<file path="src/rtl/intra_4x4_fdct_pkg.sv">
// rtl/intra_4x4_fdct_pkg.sv - shared widths, block types and FSM states for the 4x4 forward core transform
package intra_4x4_fdct_pkg;

  localparam int RES_W  = 9;
  localparam int MID_W  = 12;
  localparam int COEF_W = 16;

  typedef enum logic [1:0] {IDLE, HOR, VER, OUT} fdct_state_t;

  typedef logic [0:3][0:3][RES_W-1:0]  res_blk_t;
  typedef logic [0:3][0:3][MID_W-1:0]  mid_blk_t;
  typedef logic [0:3][0:3][COEF_W-1:0] coef_blk_t;

  function automatic logic [MID_W-1:0] res_to_mid(input logic [RES_W-1:0] r);
    return {{(MID_W-RES_W){r[RES_W-1]}}, r};
  endfunction

endpackage

</file>
<file path="src/rtl/intra_4x4_fdct_if.sv">
// rtl/intra_4x4_fdct_if.sv - residual-in / coefficient-out block handshake bundle
interface intra_4x4_fdct_if;
  import intra_4x4_fdct_pkg::*;

  logic      res_valid;
  logic      res_ready;
  res_blk_t  res_in;
  logic      coef_valid;
  logic      coef_ready;
  coef_blk_t coef_out;
  logic      busy;

  modport master (
    output res_valid, res_in, coef_ready,
    input  res_ready, coef_valid, coef_out, busy
  );

  modport slave (
    input  res_valid, res_in, coef_ready,
    output res_ready, coef_valid, coef_out, busy
  );

endinterface

</file>
<file path="src/rtl/intra_4x4_fdct_fdct4_1d.sv">
// rtl/intra_4x4_fdct_fdct4_1d.sv - combinational 4-point H.264 core butterfly
module fdct4_1d #(
  parameter int IN_W  = 12,
  parameter int OUT_W = 16
) (
  input  logic signed [IN_W-1:0]  a,
  input  logic signed [IN_W-1:0]  b,
  input  logic signed [IN_W-1:0]  c,
  input  logic signed [IN_W-1:0]  d,
  output logic signed [OUT_W-1:0] y0,
  output logic signed [OUT_W-1:0] y1,
  output logic signed [OUT_W-1:0] y2,
  output logic signed [OUT_W-1:0] y3
);

  logic signed [OUT_W-1:0] ea, eb, ec, ed;

  assign ea = {{(OUT_W-IN_W){a[IN_W-1]}}, a};
  assign eb = {{(OUT_W-IN_W){b[IN_W-1]}}, b};
  assign ec = {{(OUT_W-IN_W){c[IN_W-1]}}, c};
  assign ed = {{(OUT_W-IN_W){d[IN_W-1]}}, d};

  // Shared sums/differences keep the adder tree to the classic butterfly shape
  logic signed [OUT_W-1:0] s03, s12, d03, d12;

  assign s03 = ea + ed;
  assign s12 = eb + ec;
  assign d03 = ea - ed;
  assign d12 = eb - ec;

  assign y0 = s03 + s12;
  assign y2 = s03 - s12;
  assign y1 = (d03 <<< 1) + d12;
  assign y3 = d03 - (d12 <<< 1);

endmodule

</file>
<file path="src/rtl/intra_4x4_fdct.sv">
// rtl/intra_4x4_fdct.sv - row-then-column 4x4 forward integer transform over one shared butterfly
module intra_4x4_fdct
  import intra_4x4_fdct_pkg::*;
(
  input logic             clk,
  input logic             rst_n,
  intra_4x4_fdct_if.slave bus
);

  fdct_state_t state_q, state_d;
  logic [1:0]  k_q, k_d;
  logic        res_ready_c;
  logic        accept;

  res_blk_t  in_buf;
  mid_blk_t  mid_buf;
  coef_blk_t out_buf;

  logic signed [MID_W-1:0]  bf_in  [4];
  logic signed [COEF_W-1:0] bf_out [4];

  // HOR feeds input row k; VER feeds intermediate column k
  always_comb begin
    for (int j = 0; j < 4; j++) begin
      bf_in[j] = res_to_mid(in_buf[k_q][j]);
      if (state_q == VER) begin
        bf_in[j] = mid_buf[j][k_q];
      end
    end
  end

  fdct4_1d #(
    .IN_W  (MID_W),
    .OUT_W (COEF_W)
  ) u_bfly (
    .a  (bf_in[0]),
    .b  (bf_in[1]),
    .c  (bf_in[2]),
    .d  (bf_in[3]),
    .y0 (bf_out[0]),
    .y1 (bf_out[1]),
    .y2 (bf_out[2]),
    .y3 (bf_out[3])
  );

  // In OUT the slot frees on the same edge the result is taken
  always_comb begin
    res_ready_c = 1'b0;
    case (state_q)
      IDLE:    res_ready_c = 1'b1;
      OUT:     res_ready_c = bus.coef_ready;
      default: res_ready_c = 1'b0;
    endcase
  end

  assign accept = bus.res_valid & res_ready_c;

  always_comb begin
    state_d = state_q;
    k_d     = k_q;
    case (state_q)
      IDLE: begin
        k_d = 2'd0;
        if (accept) state_d = HOR;
      end
      HOR: begin
        k_d = k_q + 2'd1;
        if (k_q == 2'd3) state_d = VER;
      end
      VER: begin
        k_d = k_q + 2'd1;
        if (k_q == 2'd3) state_d = OUT;
      end
      OUT: begin
        k_d = 2'd0;
        if (bus.coef_ready) state_d = bus.res_valid ? HOR : IDLE;
      end
      default: begin
        state_d = IDLE;
        k_d     = 2'd0;
      end
    endcase
  end

  always_ff @(posedge clk or negedge rst_n) begin
    if (!rst_n) begin
      state_q <= IDLE;
      k_q     <= 2'd0;
    end else begin
      state_q <= state_d;
      k_q     <= k_d;
    end
  end

  // Horizontal results never exceed MID_W bits, so the truncation is lossless
  always_ff @(posedge clk or negedge rst_n) begin
    if (!rst_n) begin
      in_buf  <= '0;
      mid_buf <= '0;
      out_buf <= '0;
    end else begin
      if (accept) in_buf <= bus.res_in;
      if (state_q == HOR) begin
        for (int j = 0; j < 4; j++) mid_buf[k_q][j] <= bf_out[j][MID_W-1:0];
      end
      if (state_q == VER) begin
        for (int j = 0; j < 4; j++) out_buf[j][k_q] <= bf_out[j];
      end
    end
  end

  assign bus.res_ready  = res_ready_c;
  assign bus.coef_valid = (state_q == OUT);
  assign bus.busy       = (state_q != IDLE);
  assign bus.coef_out   = out_buf;

endmodule
</file>
<file path="src/flat_wrapper.sv">
// flat-port wrapper written by rule: the top's interface ports become plain ports
module intra_4x4_fdct_flat import intra_4x4_fdct_pkg::*;
  (clk, rst_n, bus_res_valid, bus_res_in, bus_coef_ready, bus_res_ready, bus_coef_valid, bus_coef_out, bus_busy);
  intra_4x4_fdct_if bus_i ();
  input logic clk;
  input logic rst_n;
  input wire logic [$bits(bus_i.res_valid)-1:0] bus_res_valid;
  input wire logic [$bits(bus_i.res_in)-1:0] bus_res_in;
  input wire logic [$bits(bus_i.coef_ready)-1:0] bus_coef_ready;
  output wire logic [$bits(bus_i.res_ready)-1:0] bus_res_ready;
  output wire logic [$bits(bus_i.coef_valid)-1:0] bus_coef_valid;
  output wire logic [$bits(bus_i.coef_out)-1:0] bus_coef_out;
  output wire logic [$bits(bus_i.busy)-1:0] bus_busy;
  assign bus_i.res_valid = bus_res_valid;
  assign bus_i.res_in = bus_res_in;
  assign bus_i.coef_ready = bus_coef_ready;
  assign bus_res_ready = bus_i.res_ready;
  assign bus_coef_valid = bus_i.coef_valid;
  assign bus_coef_out = bus_i.coef_out;
  assign bus_busy = bus_i.busy;
  intra_4x4_fdct u_core (.clk(clk), .rst_n(rst_n), .bus(bus_i));
endmodule
</file>
<file path="config.mk">
export PLATFORM = sky130hd
export DESIGN_NAME = intra_4x4_fdct_flat
export DESIGN_NICKNAME = d
export VERILOG_FILES = /design/src/rtl/intra_4x4_fdct_pkg.sv /design/src/rtl/intra_4x4_fdct_if.sv /design/src/rtl/intra_4x4_fdct_fdct4_1d.sv /design/src/rtl/intra_4x4_fdct.sv /design/src/flat_wrapper.sv
export SDC_FILE = /design/constraint.sdc
export NUM_CORES = 1
export LEC_CHECK = 0
export CAP_MARGIN = 25
export CELL_PAD_IN_SITES_DETAIL_PLACEMENT = 0
export CELL_PAD_IN_SITES_GLOBAL_PLACEMENT = 1
export CORE_UTILIZATION = 47
export CTS_BUF_LIST = sky130_fd_sc_hd__clkbuf_2
export DETAILED_ROUTE_END_ITERATION = 8
export DONT_BUFFER_PORTS = 1
export GPL_ROUTABILITY_DRIVEN = 0
export GPL_TIMING_DRIVEN = 0
export PLACE_DENSITY_LB_ADDON = 0.1
export SYNTH_ARGS = -nofsm -noshare
export SYNTH_HDL_FRONTEND = slang
export SYNTH_SLANG_ARGS = --single-unit
</file>
<file path="constraint.sdc">
create_clock -name clk -period 5.8 [get_ports clk]
set_input_delay 0.87 -clock clk [delete_from_list [all_inputs] [get_ports clk]]
set_output_delay 0.87 -clock clk [all_outputs]
set_load 0.02 [all_outputs]
</file>
==> results.cfg, run 1 <==
[critical_path]
r2r-start = u_core.k_q[1]$_DFF_PN0_
cp_max_fo = 10
crit_required_ps = 6870
critPathKind = flip-flop to flip-flop
cp-end-kind = flip-flop
critPathLaunchType = flip-flop
startpoint = u_core.k_q[1]$_DFF_PN0_
cp_data_arrival_time_ps = 6740

[grt]
antenna_found_initial = 3
gr-total-overflow = 0
grt_usage_pct = 30.88
grt_start_max_net_pins = 565
grt_pass1_vias = 22120
grt_pass1_wl_microns = 136000

[finish]
utilization_pct = 55.49
n_fill_cell = 5078
syn2layout_area_growth_pct = 16.05
layout.nets = 3090
final_layout_size_suffix_gt1_share_pct = 23.53

[route]
drc = 0
firstDrtPassIters = 8
vias = 20930
ant_nets = 0
routedWlPerCell_microns = 24.65
via_per_inst = 5.673
drtIter0Drc = 1486
wl_microns = 90950

[clock_network]
root_buffer = clkbuf_2
cts.sinks = 564
htreeDepth = 4
postCtsHoldBufs = 147
clock_latency_ps = 1330
cts.reportedPaths.clkPinSlew_ps = 90
clock_path_buffers = 3
tritoncts = built
cts_made_buffers = 145

[timing]
hold_ws_ps = -712.8
finalWorstSetupSlack_ps = 129.5
fin_crit_sh_pct = 97.77
slew_headroom_pct = 10.22
period_needed_ps = 5670
setup_viol = 0
fin_skew_ps = 126.9
hold_viol = 564
clock.fmax_ghz = 0.1764
drv_slew = 0
worst_pin_slew_ps = 1347

[floorplan]
rows = 88
dieArea_sq_mm = 0.06001
initial_core_util_pct = 47.81
io_pins = 407
die_height_microns = 245.0
dieWidth_microns = 245.0
core-area_sq_mm = 0.05803

[placement]
hpwl_microns = 67920
pre_cts_ws_ps = -1820
io_buffers = 0

[logic_synthesis]
syn_inst = 2506
synthSimpleGateAreaFrac_pct = 9.236
synthesis.area_sq_mm = 0.02774
synth_common_cells = 564 x dfrtp_1, 444 x nand2_1, 327 x o21ai_0, 218 x mux2_2, 113 x clkbuf_1
synth_top_cell_area_share_pct = 50.87
ys_top_cells_by_area = dfrtp_1 51%, mux2_2 8.8%, mux4_2 6.5%, nand2_1 6.0%, o21ai_0 5.9%
synth-compound-area-share_pct = 11.33
synth_xor_area_share_pct = 2.823
synth_top_family_by_area = multiplexers
synth_edf_count = 0
synth_seq_cells = 564
synth.most_common_cell = dfrtp_1
synth_area_per_cell_sq_um = 11.07
synthMuxAreaShare_pct = 16.10
yosysSeqAreaShare_pct = 50.87
syn_nets = 2771
yosys_warnings = 0
synthArstFlopShare_pct = 100.0
synth_cell_types = 81
synthFlopType = dfrtp_1
yosys.area.top_type = dfrtp_1
synth_fa_ha_area_share_pct = 5.493

[outcome]
violations = hold timing
status = finished with violations

[run]
drv_cap = 0

[hold_path]
hold_class = input port to async pin
-- placed cells by master (no fill, tap or decap), drive strengths merged, types with 19 or more instances in the layout --
master	count
nor3	26
o21ai	331
mux2i	21
buf	85
mux4	80
nand2	445
clkbuf	317
xor2	30
ha	109
mux2	218
clkinv	25
xnor2	49
dfrtp	564
dlygate4sd3	147
nor2	68
inv	106
nor2b	19
a21oi	77
-- kinds of logic after synthesis --
family,Yosys count
compound gates,534
xor+xnor,82
fa+ha+maj,117
buf+inv,272
flops,564
mux,319
simple gates,618
-- per-stage QoR --
step	TNS, ps	hold WS [ps]	cells	instance area, sq um
after global routing	-7.894	-821.9	3686	32190
final	0	-712.8	3689	32200
after global placement	-534150	456.9	3271	28700
after floorplan	0	444.6	2506	27740
after detailed placement	-243200	467.6	3291	28960
after CTS	0	-894.1	3684	32020
-- state kept, by name, indices dropped and copies added (netlist names) --
| register | cells |
|---|---|
| u_core.k_q | 2 |
| u_core.in_buf | 144 |
| u_core.bus.coef_out | 228 |
| u_core.mid_buf | 188 |
| u_core.state_q | 2 |
-- routing by layer --
metal | share of wire, % | GRT usage (%) | up-vias
met5 | 0 | 0 | -
met2 | 48 | 49.42 | 716
li1 | - | - | 9369
met4 | 3.3 | 12.10 | 0
met1 | 41 | 40.00 | 10680
met3 | 7.4 | 8.310 | 160
-- final cells by class --
class	count	area, sq um	area share, %
inverter	100	375.4	1.166
tap	765	957.2	2.973
clock buffer	205	1026	3.187
clock inverter	37	219.0	0.6801
timing repair buffer	175	1760	5.468
sequential	564	14110	43.84
antenna	4	10.01	0.03109
multi-input combinational	1670	12840	39.90
buffer	169	888.4	2.759
-- final timing paths --
check                                                       endpoint  cells after the start  slack, ps
worst max-delay path                 u_core.mid_buf[119]$_DFFE_PN0P_                     24        130
worst min-delay path                   u_core.in_buf[93]$_DFFE_PN0P_                      0       -710
min in group clk                       u_core.in_buf[35]$_DFFE_PN0P_                      2        220
max in group asynchronous       u_core.bus.coef_out[234]$_DFFE_PN0P_                      0       5390
worst max register to register       u_core.mid_buf[119]$_DFFE_PN0P_                     24        130
worst min register to register        u_core.mid_buf[63]$_DFFE_PN0P_                      2        480
-- critical path: stages (launching register included) --
cell and delay (ps):
dfrtp_2 480, clkbuf_2 210, buf_2 300, clkbuf_4 300, a211oi_1 240, o31a_1 250, inv_1 70, ha_1 250
fa_1 480, nor2b_1 150, o21a_1 190, o21bai_1 140, a21oi_1 100, o21bai_1 130, a21oi_1 110, nor2_1 200
xor2_2 230, ha_4 270, or3_1 420, o211ai_1 300, nand2_1 150, xnor2_2 160, buf_4 160, buf_6 150
o21ai_0 90
-- repair_timing --
action / 4_1_cts / 5_1_grt
endpoints found under the setup margin: 309 / 123
resized for setup: 101 / 39
pin swaps: 5 / 7
setup buffers: 6 / 1
hold endpoints to repair: 710 / 564
Power of run 1 is not shown: default switching activity piles up to over one toggle a cycle in this logic, so the estimate is an artifact.
==> run 2: changes to the inputs <==
--- a/config.mk
+++ b/config.mk
@@ -12,7 +12,6 @@
 export CTS_BUF_LIST = sky130_fd_sc_hd__clkbuf_2
 export DETAILED_ROUTE_END_ITERATION = 8
 export DONT_BUFFER_PORTS = 1
-export GPL_ROUTABILITY_DRIVEN = 0
 export GPL_TIMING_DRIVEN = 0
 export PLACE_DENSITY_LB_ADDON = 0.1
 export SYNTH_ARGS = -nofsm -noshare
==> results of run 2 <==
The final DEF is identical to that of run 1; final timing and power are the same.
Power of run 2 is left out for the same reason.
